**src/rtl/uart_pkg.sv**
```systemverilog
// Shared types and constants for the memory-mapped UART responder.
package uart_pkg;

    typedef enum logic [1:0] {IDLE, START, DATA, STOP} uart_state_t;

    localparam logic [31:0] DEF_DATA_ADDR = 32'hBFD0_03F8;
    localparam logic [31:0] DEF_STAT_ADDR = 32'hBFD0_03FC;

    localparam int unsigned TX_IDLE_BIT  = 0;
    localparam int unsigned RX_VALID_BIT = 1;

    // Bus strobes are active-low, in line with the SELECTED/enable convention of defines.vh.
    localparam logic SELECTED = 1'b0;
    localparam logic WRITE_EN = 1'b0;
    localparam logic BYTE_EN  = 1'b0;

endpackage

```
**src/rtl/uart_ctrl_if.sv**
```systemverilog
// Data-side bus between the path selector and the UART responder.
interface uart_ctrl_if;
    logic        UART_CE;
    logic        UART_WE;
    logic        UART_BE;
    logic [7:0]  UART_WDATA;
    logic [31:0] UART_VADDR;
    logic [31:0] UART_RDATA;

    modport master (
        output UART_CE, UART_WE, UART_BE, UART_WDATA, UART_VADDR,
        input  UART_RDATA
    );

    modport slave (
        input  UART_CE, UART_WE, UART_BE, UART_WDATA, UART_VADDR,
        output UART_RDATA
    );
endinterface

```
**src/rtl/uart_rx_core.sv**
```systemverilog
// 8N1 receiver: RXD synchroniser, centre-sampling FSM and one-byte output register.
module uart_rx_core
    import uart_pkg::*;
#(
    parameter int unsigned CLKS_PER_BIT = 16
) (
    input  logic       CLK,
    input  logic       RST,
    input  logic       i_rxd,
    output logic [7:0] o_rx_byte,
    output logic       o_rx_done,
    output logic       o_frame_err
);
    localparam int unsigned      CNT_W     = $clog2(CLKS_PER_BIT);
    localparam logic [CNT_W-1:0] BIT_LAST  = CNT_W'(CLKS_PER_BIT - 1);
    localparam logic [CNT_W-1:0] HALF_LAST = CNT_W'(CLKS_PER_BIT / 2 - 1);

    uart_state_t      r_state, w_state_d;
    logic             r_sync1, r_sync2, r_prev;
    logic [CNT_W-1:0] r_cnt, w_cnt_d;
    logic [2:0]       r_bit, w_bit_d;
    logic [7:0]       r_shift, w_shift_d;
    logic [7:0]       r_byte;
    logic             w_fall, w_done, w_err;

    assign w_fall = r_prev & ~r_sync2;

    always_ff @(posedge CLK) begin
        if (RST) begin
            r_sync1 <= 1'b1;
            r_sync2 <= 1'b1;
            r_prev  <= 1'b1;
            r_state <= IDLE;
            r_cnt   <= '0;
            r_bit   <= '0;
            r_shift <= '0;
            r_byte  <= '0;
        end else begin
            r_sync1 <= i_rxd;
            r_sync2 <= r_sync1;
            r_prev  <= r_sync2;
            r_state <= w_state_d;
            r_cnt   <= w_cnt_d;
            r_bit   <= w_bit_d;
            r_shift <= w_shift_d;
            if (w_done) r_byte <= r_shift;
        end
    end

    always_comb begin
        w_state_d = r_state;
        w_cnt_d   = r_cnt + 1'b1;
        w_bit_d   = r_bit;
        w_shift_d = r_shift;
        w_done    = 1'b0;
        w_err     = 1'b0;
        case (r_state)
            IDLE: begin
                w_cnt_d = '0;
                if (w_fall) w_state_d = START;
            end
            START: begin
                // Half-bit recheck rejects short low glitches.
                if (r_cnt == HALF_LAST) begin
                    w_cnt_d   = '0;
                    w_bit_d   = '0;
                    w_state_d = r_sync2 ? IDLE : DATA;
                end
            end
            DATA: begin
                if (r_cnt == BIT_LAST) begin
                    w_cnt_d   = '0;
                    w_shift_d = {r_sync2, r_shift[7:1]};
                    w_bit_d   = r_bit + 1'b1;
                    if (r_bit == 3'd7) w_state_d = STOP;
                end
            end
            STOP: begin
                if (r_cnt == BIT_LAST) begin
                    w_cnt_d   = '0;
                    w_state_d = IDLE;
                    w_done    = r_sync2;
                    w_err     = ~r_sync2;
                end
            end
            default: w_state_d = IDLE;
        endcase
    end

    assign o_rx_byte   = r_byte;
    assign o_rx_done   = w_done;
    assign o_frame_err = w_err;
endmodule

```
**src/rtl/uart_ctrl.sv**
```systemverilog
// Memory-mapped UART responder: TX serialiser, register decode and registered read mux.
module uart_ctrl
    import uart_pkg::*;
#(
    parameter int unsigned CLK_FREQ  = 50_000_000,
    parameter int unsigned BAUD      = 9600,
    parameter logic [31:0] DATA_ADDR = DEF_DATA_ADDR,
    parameter logic [31:0] STAT_ADDR = DEF_STAT_ADDR
) (
    input  logic        CLK,
    input  logic        RST,
    uart_ctrl_if.slave  uart_bus,
    output logic        TXD,
    input  logic        RXD
);
    localparam int unsigned      CLKS_PER_BIT = CLK_FREQ / BAUD;
    localparam int unsigned      CNT_W        = $clog2(CLKS_PER_BIT);
    localparam logic [CNT_W-1:0] BIT_LAST     = CNT_W'(CLKS_PER_BIT - 1);

    uart_state_t      r_tx_state, w_tx_state_d;
    logic [CNT_W-1:0] r_tx_cnt, w_tx_cnt_d;
    logic [2:0]       r_tx_bit, w_tx_bit_d;
    logic [7:0]       r_tx_shift, w_tx_shift_d;
    logic             r_txd, w_txd_d;
    logic [31:0]      r_rdata, w_rdata_d;
    logic             r_rx_valid, w_rx_valid_d;
    logic [31:0]      w_status;
    logic             w_rd, w_wr, w_tx_idle, w_tx_accept;
    logic [7:0]       w_rx_byte;
    logic             w_rx_done, w_rx_err;

    assign w_rd = (uart_bus.UART_CE == SELECTED) && (uart_bus.UART_WE != WRITE_EN);
    assign w_wr = (uart_bus.UART_CE == SELECTED) && (uart_bus.UART_WE == WRITE_EN);
    assign w_tx_idle   = (r_tx_state == IDLE);
    assign w_tx_accept = w_wr && (uart_bus.UART_BE == BYTE_EN)
                         && (uart_bus.UART_VADDR == DATA_ADDR) && w_tx_idle;

    uart_rx_core #(
        .CLKS_PER_BIT(CLKS_PER_BIT)
    ) u_rx_core (
        .CLK        (CLK),
        .RST        (RST),
        .i_rxd      (RXD),
        .o_rx_byte  (w_rx_byte),
        .o_rx_done  (w_rx_done),
        .o_frame_err(w_rx_err)
    );

    always_ff @(posedge CLK) begin
        if (RST) begin
            r_tx_state <= IDLE;
            r_tx_cnt   <= '0;
            r_tx_bit   <= '0;
            r_tx_shift <= '0;
            r_txd      <= 1'b1;
            r_rdata    <= '0;
            r_rx_valid <= 1'b0;
        end else begin
            r_tx_state <= w_tx_state_d;
            r_tx_cnt   <= w_tx_cnt_d;
            r_tx_bit   <= w_tx_bit_d;
            r_tx_shift <= w_tx_shift_d;
            r_txd      <= w_txd_d;
            r_rdata    <= w_rdata_d;
            r_rx_valid <= w_rx_valid_d;
        end
    end

    always_comb begin
        w_tx_state_d = r_tx_state;
        w_tx_cnt_d   = r_tx_cnt + 1'b1;
        w_tx_bit_d   = r_tx_bit;
        w_tx_shift_d = r_tx_shift;
        case (r_tx_state)
            IDLE: begin
                w_tx_cnt_d = '0;
                if (w_tx_accept) begin
                    w_tx_state_d = START;
                    w_tx_shift_d = uart_bus.UART_WDATA;
                    w_tx_bit_d   = '0;
                end
            end
            START: begin
                if (r_tx_cnt == BIT_LAST) begin
                    w_tx_cnt_d   = '0;
                    w_tx_state_d = DATA;
                end
            end
            DATA: begin
                if (r_tx_cnt == BIT_LAST) begin
                    w_tx_cnt_d = '0;
                    w_tx_bit_d = r_tx_bit + 1'b1;
                    if (r_tx_bit == 3'd7) w_tx_state_d = STOP;
                    else                  w_tx_shift_d = r_tx_shift >> 1;
                end
            end
            STOP: begin
                if (r_tx_cnt == BIT_LAST) begin
                    w_tx_cnt_d   = '0;
                    w_tx_state_d = IDLE;
                end
            end
            default: w_tx_state_d = IDLE;
        endcase
        // TXD is registered from next state so the line never glitches on state decode.
        case (w_tx_state_d)
            START:   w_txd_d = 1'b0;
            DATA:    w_txd_d = w_tx_shift_d[0];
            default: w_txd_d = 1'b1;
        endcase
    end

    always_comb begin
        w_status               = '0;
        w_status[TX_IDLE_BIT]  = w_tx_idle;
        w_status[RX_VALID_BIT] = r_rx_valid;
        w_rdata_d              = '0;
        w_rx_valid_d           = r_rx_valid;
        if (w_rd) begin
            if (uart_bus.UART_VADDR == DATA_ADDR) begin
                w_rdata_d    = {24'b0, w_rx_byte};
                w_rx_valid_d = 1'b0;
            end else if (uart_bus.UART_VADDR == STAT_ADDR) begin
                w_rdata_d = w_status;
            end
        end
        // A completing byte wins over a same-cycle read clear.
        if (w_rx_done && !w_rx_err) w_rx_valid_d = 1'b1;
    end

    assign uart_bus.UART_RDATA = r_rdata;
    assign TXD                 = r_txd;
endmodule

```
**src/flat_wrapper.sv**
```systemverilog
// flat-port wrapper written by rule: the top's interface ports become plain ports
module uart_ctrl_flat import uart_pkg::*;
#(
    parameter int unsigned CLK_FREQ  = 50_000_000,
    parameter int unsigned BAUD      = 9600,
    parameter logic [31:0] DATA_ADDR = DEF_DATA_ADDR,
    parameter logic [31:0] STAT_ADDR = DEF_STAT_ADDR
)
  (CLK, RST, TXD, RXD, uart_bus_UART_CE, uart_bus_UART_WE, uart_bus_UART_BE, uart_bus_UART_WDATA, uart_bus_UART_VADDR, uart_bus_UART_RDATA);
  uart_ctrl_if uart_bus_i ();
  input  logic CLK;
  input  logic RST;
  output logic TXD;
  input  logic RXD;
  input wire logic [$bits(uart_bus_i.UART_CE)-1:0] uart_bus_UART_CE;
  input wire logic [$bits(uart_bus_i.UART_WE)-1:0] uart_bus_UART_WE;
  input wire logic [$bits(uart_bus_i.UART_BE)-1:0] uart_bus_UART_BE;
  input wire logic [$bits(uart_bus_i.UART_WDATA)-1:0] uart_bus_UART_WDATA;
  input wire logic [$bits(uart_bus_i.UART_VADDR)-1:0] uart_bus_UART_VADDR;
  output wire logic [$bits(uart_bus_i.UART_RDATA)-1:0] uart_bus_UART_RDATA;
  assign uart_bus_i.UART_CE = uart_bus_UART_CE;
  assign uart_bus_i.UART_WE = uart_bus_UART_WE;
  assign uart_bus_i.UART_BE = uart_bus_UART_BE;
  assign uart_bus_i.UART_WDATA = uart_bus_UART_WDATA;
  assign uart_bus_i.UART_VADDR = uart_bus_UART_VADDR;
  assign uart_bus_UART_RDATA = uart_bus_i.UART_RDATA;
  uart_ctrl #(.CLK_FREQ(CLK_FREQ), .BAUD(BAUD), .DATA_ADDR(DATA_ADDR), .STAT_ADDR(STAT_ADDR)) u_core (.CLK(CLK), .RST(RST), .uart_bus(uart_bus_i), .TXD(TXD), .RXD(RXD));
endmodule
```
**config.mk**
```make
export PLATFORM = sky130hd
export DESIGN_NAME = uart_ctrl_flat
export DESIGN_NICKNAME = d
export VERILOG_FILES = /design/src/rtl/uart_pkg.sv /design/src/rtl/uart_ctrl_if.sv /design/src/rtl/uart_rx_core.sv /design/src/rtl/uart_ctrl.sv /design/src/flat_wrapper.sv
export SDC_FILE = /design/constraint.sdc
export NUM_CORES = 1
export LEC_CHECK = 0
export ABC_AREA = 1
export CORE_AREA = 2 2 87 89
export CTS_CLUSTER_DIAMETER = 80
export DETAILED_ROUTE_END_ITERATION = 8
export DIE_AREA = 0 0 89 91
export PLACE_DENSITY = 0.83
export SKIP_CTS_REPAIR_TIMING = 1
export SKIP_LAST_GASP = 1
export SYNTH_ARGS = -nofsm -noshare
export SYNTH_HDL_FRONTEND = slang
export SYNTH_HIERARCHICAL = 1
export SYNTH_SLANG_ARGS = --single-unit
```
**constraint.sdc**
```tcl
create_clock -name CLK -period 2.6 [get_ports CLK]
set_input_delay 0.39 -clock CLK [delete_from_list [all_inputs] [get_ports CLK]]
set_output_delay 0.39 -clock CLK [all_outputs]
set_load 0.01 [all_outputs]
```
# After elaboration in Yosys (flattened, before gate mapping)
# Cells that the tools add are included.
# op_classes
reduce_logical	23
muxes	38
add_sub_neg	4
eq_ne	23
n_bitwise	6
# ops
cell	count
32-bit equality test, second input constant	2
13-bit two-way mux	3
13-bit case mux with 3 select lines	1
8-bit two-way mux	4
13-bit by 1-bit adder with 13-bit output, second input constant	2
13-bit equality test, second input constant	2
13-bit case mux with 2 select lines	1
2-bit two-way mux	12
2-bit case mux with 4 select lines	2
8-bit case mux with 2 select lines	1
2-bit != test, second input constant	7
13-bit by 12-bit equality test with 1-bit output, second input constant	1
3-bit two-way mux	4
3-bit case mux with 2 select lines	2
2-bit equality test, second input constant	5
2-bit nonzero test	4
1-bit two-way mux	7
3-bit by 1-bit adder with 3-bit output, second input constant	2
2-bit by 1-bit equality test with 1-bit output, second input constant	3
3-bit equality test, second input constant	2
1-bit logical AND	6
3-bit AND reduction	2
3-bit OR reduction	2
1-bit NOT	5
other kinds (9)	12
# totals
reg_bits	97
output_inout_bits	33
elab_cells	111

# Logic depth before layout (Yosys ltp)
# Gate-level depths: netlist (run 1).
# depth
depth_word	9
ltp_mapped	13
ltp_nobuf	13

# Hierarchy
# The synthesis (run 1) kept the hierarchy.
# modules_own_cells
mod	cells_per_inst	area_each_um2	instances
uart_ctrl	334	2173.3	1
uart_rx_core	213	1647.8	1

# Worst setup path after synthesis (run 1)
# No wires, ideal clock.
# synth_path
path_kind	reg-to-reg
startpoint	reg u_core.u_rx_core.r_cnt[0]
endpoint	reg u_core.u_rx_core.r_bit[1]
stages_incl_launch_ff	13
path_slack_ps	1038
setup_time_ps	115
path_buffers	0
period_less_slack_ps	1562
arrival_time_ps	1447
path_cell_list	dfxtp_1 -> ha_1 -> nand2_2 -> inv_2 -> nand2_2 -> nor2_4 -> nand2_4 -> nor2_4 -> inv_4 -> nand2_4 -> inv_2 -> a21oi_1 -> nor2_1
# synth_via
elab_chain_len	3
# synth_rtl
item	line	rtl
start, declared	uart_rx_core.sv:20	logic [CNT_W-1:0] r_cnt, w_cnt_d;
start signal, assigned	uart_rx_core.sv:43	r_cnt <= w_cnt_d;
13-bit equality test / 13-bit by 12-bit equality test with 1-bit output (equally long branches)	uart_rx_core.sv:71, uart_rx_core.sv:64	
2-bit != test (no source line)	n/a	
3-bit AND reduction (no source line) (*)	n/a	
end signal, assigned	uart_rx_core.sv:44	r_bit <= w_bit_d;
end, declared	uart_rx_core.sv:21	logic [2:0] r_bit, w_bit_d;
# Every way passes the cells marked *; elsewhere a longest branch is shown, timed or not.
# A chain may end at the register's enable or synchronous reset.

# Worst setup path after layout (run 1)
# layout_path
startpoint	reg u_core.u_rx_core.r_cnt[0]
endpoint	reg u_core.u_rx_core.r_cnt[11]
# layout_via
elab_chain_len	3
# layout_rtl
item	line	rtl
13-bit by 1-bit adder with 13-bit output (tied with other cells)	uart_rx_core.sv:52	w_cnt_d = r_cnt + 1'b1;
13-bit two-way mux, on equally long branches	uart_rx_core.sv:71, uart_rx_core.sv:79, uart_rx_core.sv:64	
13-bit case mux with 3 select lines (*)	uart_rx_core.sv:57	case (r_state)
# Marks and branches as above.

==> results.md, run 1 <==
- Buffer type at the clock tree root: sky130_fd_sc_hd__clkbuf_8
- Leakage power summed over all cells: 1.90 nW
- Total setup violations reported at the end of the flow: 0
- Post-detailed-placement cell area: approximately 4400 µm²
- Tightest Pin Transition: around 540 ps
- Vias post-DR: 3553
- Footprint of the multi-input gates: 1930 µm²
- Half-perimeter wire length of the detailed placement result: approximately 6.2 mm
- Initial standard-cell utilization of the core: around 54%
- FF+latch area: ~1500 µm²
- Violation count after the first detailed-routing iteration: about 140
- Critical Path Fanout Max: 12
- Leading cell types by count after synthesis: sky130_fd_sc_hd__nand2_1, sky130_fd_sc_hd__nor2_1, sky130_fd_sc_hd__dfxtp_1, sky130_fd_sc_hd__inv_1, sky130_fd_sc_hd__nand3_1
- ANT nets after route: 0
- Overflow left after global routing: 0
- Vias in the first global route: between 3000 and 4000
- Count of max-cap constraint violations: 0
- RSZ-0062 raised after global routing: no
- CTS Buf Count: 9
- Cell area after synthesis: around 3800 µm²
- Path category of the worst min-delay check: reg -> reg
- Global-route wire length before repair: around 14 mm
- Total power: around 2.1 mW
- Non-filler instance count after layout: ~710
- Number of enable-type register cells in the synthesized netlist: 0
- Hold Violations, Final: 0
- Clock transition at the registers of the reported paths: ~90 ps
- Worst-case headroom to the max-slew limit: between 60% and 70%
- Share of synthesized flip-flops with an asynchronous set or reset: 0%
- Number of distinct library cells after synthesis: 43
- Total wirelength of the detailed-routed design: just over 8 mm
- Number of antenna violations at the first check in global routing: 0
- Largest net degree at the start of global routing: 20
- Worst clock skew: roughly 11 ps
- Aggregate negative setup slack: 0 ps
- Startpoint types: flip-flop
- Cell with the largest stage delay on the worst path: sky130_fd_sc_hd__dfxtp_1
- Number of diodes added for antenna fixing: 0
- Standard cell core area: approximately 7100 µm²
- Worst-case reg-to-reg path depth: 11
- Design Area, Final: approximately 4600 µm²
- Ports placed on the boundary: roughly 80
- Final Net Count: around 660
- Instance count of the mapped netlist: 547
- Final critical path time including I/O delays and setup: between 1500 and 2000 ps
- Global Route Usage Sum: ~21%
- Routed length per instance: 11.6 µm
- Number of instances on the worst hold path: 1
- Synth Area per Inst: around 7 µm²
- H-tree lvl count: 3
- Flip-flop and latch count after synthesis: 73
- Maximum clock frequency: 534 MHz
- Floorplan die area: roughly 8000 µm²
- Number of cells in the design after placement: roughly 700
- Layout area overhead: 19.6%
- Crit path top cell by count: sky130_fd_sc_hd__nand2_2
- Count of buffers inserted at the top-level ports: between 50 and 60
- Most used standard cell by instance count after synthesis: sky130_fd_sc_hd__nand2_1
- Vias per cell: approximately 5.0
- Power density normalized to cell area: approximately 460 nW/µm²
- Longest individual stage delay on the worst path: roughly 330 ps
- Arrival time of data at the critical path endpoint: between 2000 and 2500 ps
- Width of the die: 89 µm
- Number of pins with negative max-slew slack in the final report: 0
- Overall die height: a little over 90 µm
- Critical path buffer and inverter count: 2
- Capturing element type of the critical path: flip-flop
- Largest cells by area after synthesis: sky130_fd_sc_hd__dfxtp_1, sky130_fd_sc_hd__nand2_1, sky130_fd_sc_hd__nor2_1
- CTS tree: yes
- Period utilisation layout: between 70% and 80%
- Top_reg_cell synth: sky130_fd_sc_hd__dfxtp_1
- Fillers: 644
- Worst setup path category: reg -> reg
- Synth area leader: sky130_fd_sc_hd__dfxtp_1
- Number of rows in the core area: 31
- Proportion of layout cells with a drive suffix above 1: roughly a tenth
- Synth top area share: 38.2%
- Number of detailed-route iterations in the first pass: 4
- Chain of cells forming the critical path: ha_1, nand2_2, inv_2, nand2_2, nor2_4, nand2_4, clkinv_2, o21ai_1, nand2_1, a21oi_1, and2_1
- Residual DRC count: 0
- Later-pin clock latency in the skew report: 350 ps
- Part of the Yosys area used for sequential elements: around two fifths
- Number of clock sinks: between 70 and 80
- Worst VDD drop: about 300 µV
- Max Root-Sink Buffers: 2
- Total number of cells along the worst setup path: 11
- RD Place Congestion: between 0.9 and 1
- Largest delay share family, worst path: simple AND/OR/NAND/NOR gates
- Run status: complete, no violations
- Yosys synthesis warning count: 6
- Required time at the endpoint of the critical path: approximately 2900 ps
==> registers in the layout, summed over array words and instances, names as in the netlist, named ones only <==
| register | count |
|---|---|
| u_core/TXD | 1 |
| u_core/u_rx_core/r_sync1 | 1 |
| u_core/u_rx_core/r_state | 1 |
| u_core/u_rx_core/o_rx_byte | 8 |
| u_core/u_rx_core/r_sync2 | 1 |
| u_core/r_rx_valid | 1 |
| u_core/u_rx_core/r_bit | 3 |
| u_core/uart_bus.UART_RDATA | 8 |
| u_core/u_rx_core/r_cnt | 13 |
| u_core/u_rx_core/r_prev | 1 |
| u_core/r_tx_bit | 3 |
| u_core/r_tx_cnt | 13 |
| u_core/u_rx_core/r_shift | 8 |
| u_core/r_tx_state | 2 |
| u_core/r_tx_shift | 8 |
==> logic make-up after synthesis <==
family / synth area share (%)
AO/OA/AOI/OAI: 9.36
buffers and inverters: 13.5
adder cells (fa/ha/maj): 1.96
other: 0.0981
XOR/XNOR: 1.60
AND/OR/NAND/NOR: 35.2
flip-flops: 38.2
==> layout by cell type, fill, tap and decap left out, types with 6 or more instances in the layout <==
master / instances
sky130_fd_sc_hd__ha_1: 6
sky130_fd_sc_hd__inv_1: 68
sky130_fd_sc_hd__nand3_1: 30
sky130_fd_sc_hd__clkdlybuf4s50_1: 54
sky130_fd_sc_hd__a21oi_1: 29
sky130_fd_sc_hd__clkbuf_8: 9
sky130_fd_sc_hd__o21ai_0: 16
sky130_fd_sc_hd__nor2_1: 88
sky130_fd_sc_hd__inv_2: 8
sky130_fd_sc_hd__nand2_1: 103
sky130_fd_sc_hd__conb_1: 24
sky130_fd_sc_hd__xor2_1: 7
sky130_fd_sc_hd__nand4_1: 12
sky130_fd_sc_hd__nor2_4: 7
sky130_fd_sc_hd__nor3_1: 14
sky130_fd_sc_hd__dfxtp_1: 73
sky130_fd_sc_hd__o21ai_1: 11
==> power by group <==
| group | internal, mW | total [mW] | switching, mW |
|---|---|---|---|
| logic | 0.0817 | 0.160 | 0.0785 |
| registers | 1.12 | 1.13 | 0.00687 |
| clock network | 0.362 | 0.832 | 0.470 |
==> cell type report <==
type / instances / area share (%)
clock inverters: 7 / 1.31
inverters: 79 / 6.57
well taps: 99 / 2.71
flip-flops and latches: 73 / 32.0
repair buffers: 58 / 12.5
clock buffers: 9 / 2.71
multi-input cells: 388 / 42.2
==> per-layer routing <==
| layer | wire length, µm | up-vias | GRT usage [%] | share of wire [%] |
|---|---|---|---|---|
| met5 | 0 | - | 0 | 0 |
| met4 | 177 | 0 | 10.7 | 2.1 |
| met3 | 361 | 15 | 3.82 | 4.4 |
| met2 | 4180 | 115 | 36.4 | 51 |
| met1 | 3540 | 1601 | 25.5 | 43 |
| li1 | - | 1822 | - | - |
==> path summary, 6_finish.rpt <==
check	start	end	slack [ps]
max	u_core/u_rx_core/r_cnt[0]	u_core/u_rx_core/r_cnt[11]	730
min	u_core/u_rx_core/r_sync1	u_core/u_rx_core/r_sync2	410
max reg2reg	u_core/u_rx_core/r_cnt[0]	u_core/u_rx_core/r_cnt[11]	730
min reg2reg	u_core/u_rx_core/r_sync1	u_core/u_rx_core/r_sync2	410
==> per-stage QoR <==
step / setup slack, ps / hold slack, ps / util [%]
after CTS: 737 / 411 / 64.0
after global routing: 588 / 452 / 64.0
after detailed placement: 494 / 397 / 61.5
final: 726 / 410 / 64.0
after global placement: 532 / 394 / 61.5
after floorplan: 1040 / 389 / -
(Power assumes the default switching activity.)
==> run 2, diff against run 1 <==
--- a/config.mk
+++ b/config.mk
@@ -6,11 +6,11 @@
 export NUM_CORES = 1
 export LEC_CHECK = 0
 export ABC_AREA = 1
-export CORE_AREA = 2 2 87 89
+export CORE_AREA = 2 2 95 97
 export CTS_CLUSTER_DIAMETER = 80
 export DETAILED_ROUTE_END_ITERATION = 8
-export DIE_AREA = 0 0 89 91
-export PLACE_DENSITY = 0.83
+export DIE_AREA = 0 0 97 99
+export PLACE_DENSITY = 0.74
 export SKIP_CTS_REPAIR_TIMING = 1
 export SKIP_LAST_GASP = 1
 export SYNTH_ARGS = -nofsm -noshare
==> constraint.sdc (replaced) <==
create_clock -name CLK -period 1.55 [get_ports CLK]
set_input_delay 0.2325 -clock CLK [delete_from_list [all_inputs] [get_ports CLK]]
set_output_delay 0.2325 -clock CLK [all_outputs]
set_load 0.01 [all_outputs]
==> run 2 against run 1 <==
Effect of this change:
- the flow now finishes with violations (setup timing)
- critical path type unchanged
- sequential share of layout area decreased by 3.8 points
- final cell count rose by 7.6%
- maximum frequency rose by 17%
- clock-buffer cell count unchanged
- via count increased by 4.3%
- cell area increased by 14%
- worst setup slack lost 780 ps
- first-iteration DRC count decreased by 30%
- critical path depth rose by 1
==> results.md, run 2 (same netlist as run 1, synthesis figures left out) <==
- Total power: 3.63 mW
- Total wirelength of the detailed-routed design: roughly 9 mm
- Clock transition at the registers of the reported paths: about 90 ps
- Global-route wire length before repair: 14.8 mm
- Number of pins with negative max-slew slack in the final report: 0
- CTS tree: yes
- Aggregate negative setup slack: -427 ps
- Proportion of layout cells with a drive suffix above 1: about 23%
- Largest delay share family, worst path: simple AND/OR/NAND/NOR gates
- Overall die height: ~99 µm
- Vias post-DR: about 3700
- Violation count after the first detailed-routing iteration: 97
- Standard cell core area: ~8600 µm²
- Share of power burned in combinational logic: between 8 and 9%
- Final Net Count: ~700
- Worst Hold Launch: u_core/u_rx_core/r_sync1
- Registers with the most flip-flops: u_core/r_tx_cnt: 13 flops, u_core/u_rx_core/r_cnt: 13 flops
- Number of antenna violations at the first check in global routing: 0
- Vias in the first global route: roughly 3600
- Floorplan die area: 9600 µm²
- Reg2reg start: u_core/r_tx_cnt[1]
- Routed length per instance: 11.8 µm
- Worst clock skew: approximately 17 ps
- Cell with the largest stage delay on the worst path: sky130_fd_sc_hd__dfxtp_2
- RSZ-0062 raised after global routing: yes
- Part of the power in registers: between 50% and 60%
- Top library cells by usage in the layout, fill and taps aside: sky130_fd_sc_hd__nand2_1, sky130_fd_sc_hd__nor2_1, sky130_fd_sc_hd__dfxtp_1, sky130_fd_sc_hd__inv_1, sky130_fd_sc_hd__clkdlybuf4s50_1
- Count of buffers inserted at the top-level ports: 54
- Critical path buffer and inverter count: 2
- Violated checks: setup timing
- Final critical path time including I/O delays and setup: ~1600 ps
- Worst setup path startpoint: u_core/r_tx_cnt[1]
- Flop-to-flop setup slack: -60 ps
- Number of rows in the core area: 34
- Post-detailed-placement cell area: around 4600 µm²
- Crit path top cell by count: sky130_fd_sc_hd__nand2_4
- Required time at the endpoint of the critical path: between 1500 and 2000 ps
- ANT nets after route: 0
- Residual DRC count: 0
- Switching power as a share of total power: between 20% and 30%
- Number of clock sinks: between 70 and 80
- Maximum clock frequency: approximately 620 MHz
- H-tree lvl count: 3
- Width of the die: 97 µm
- Global Route Usage Sum: between 10% and 20%
- Vias per cell: around 4.8
- Power density normalized to cell area: ~700 nW/µm²
- Cell internal pwr: around 2.7 mW
- Worst setup path category: reg -> reg
- Initial standard-cell utilization of the core: 44.7%
- Startpoint types: flip-flop
- Longest individual stage delay on the worst path: approximately 360 ps
- Critical Path Fanout Max: 6
- Overflow left after global routing: 0
- Arrival time of data at the critical path endpoint: between 1500 and 2000 ps
- Number of diodes added for antenna fixing: 0
- Hold Violations, Final: 0
- Number of detailed-route iterations in the first pass: 4
- Layout area overhead: 36.1%
- Buffer type at the clock tree root: sky130_fd_sc_hd__clkbuf_8
- Chain of cells forming the critical path: ha_4, nand2_4, inv_4, nand2_4, nor2_4, buf_6, nand2_4, nor2_4, nand3_2, nand2_1, nor2_1, nor2_1
- RD Place Congestion: roughly 0.9
- Max Root-Sink Buffers: 2
- Count of max-cap constraint violations: 0
- Most frequent standard cell in the layout excluding fill and tap cells: sky130_fd_sc_hd__nand2_1
- Worst-case setup margin in the final layout: -56.3 ps
- Path category of the worst min-delay check: reg -> reg
- Total setup violations reported at the end of the flow: 19
- Psw: 0.964 mW
- Largest net degree at the start of global routing: 20
- Later-pin clock latency in the skew report: 360 ps
- Period utilisation layout: 104%
- Clock share of power: roughly two fifths
- Capturing element type of the critical path: flip-flop
- Run status: finished with violations
- Ports placed on the boundary: between 70 and 80
- CTS Buf Count: 9
- Worst VDD drop: about 410 µV
- Half-perimeter wire length of the detailed placement result: 6.47 mm
- Leakage power summed over all cells: approximately 2.2 nW
- Design Area, Final: ~5200 µm²
-- run 2: through the flow --
step / hold WS (ps) / util [%] / instances / setup WS, ps
after floorplan: 301 / - / 570 / 15.6
after CTS: 431 / 56.0 / 749 / -138
after global routing: 448 / 60.8 / 767 / -156
after global placement: 405 / 53.8 / 733 / -321
final: 423 / 60.8 / 767 / -56.3
after detailed placement: 403 / 53.8 / 733 / -379
-- run 2: power groups by stage --
stage | logic, mW | registers (mW) | clock network [mW]
2_1_floorplan | 0.161 | 1.94 | 0
3_3_place_gp | 0.278 | 1.94 | 0
3_5_place_dp | 0.283 | 1.94 | 0
4_1_cts | 0.284 | 1.90 | 1.45
5_1_grt | 0.351 | 1.90 | 1.52
6_report | 0.320 | 1.90 | 1.41
-- run 2: path summary, 6_finish.rpt --
path                                            endpoint  depth (start not counted)
worst max-delay path                u_core/r_tx_shift[1]                         12
worst min-delay path            u_core/u_rx_core/r_sync2                          1
worst max register to register      u_core/r_tx_shift[1]                         12
worst min register to register  u_core/u_rx_core/r_sync2                          1
-- run 2: cell type report --
class | count | area [µm²]
Clock buffer | 9 | 124
Clock inverter | 7 | 60.1
Fill cell | 779 | 3350
Inverter | 79 | 307
Multi-Input combinational cell | 388 | 2150
Sequential cell | 73 | 1470
Tap cell | 108 | 135
Timing Repair Buffer | 103 | 958
-- run 2: routing by layer --
metal,wire [µm],global-route usage [%]
met1,3870,20.7
met2,4750,34.3
met3,359,4.75
met4,98,4.12
met5,0,0
==> run 3, diff against run 2 <==
--- a/config.mk
+++ b/config.mk
@@ -6,6 +6,7 @@
 export NUM_CORES = 1
 export LEC_CHECK = 0
 export ABC_AREA = 1
+export CAP_MARGIN = 20
 export CORE_AREA = 2 2 95 97
 export CTS_CLUSTER_DIAMETER = 80
 export DETAILED_ROUTE_END_ITERATION = 8
==> results of run 3 <==
No change in the layout: final DEF, timing and power equal those of run 2.
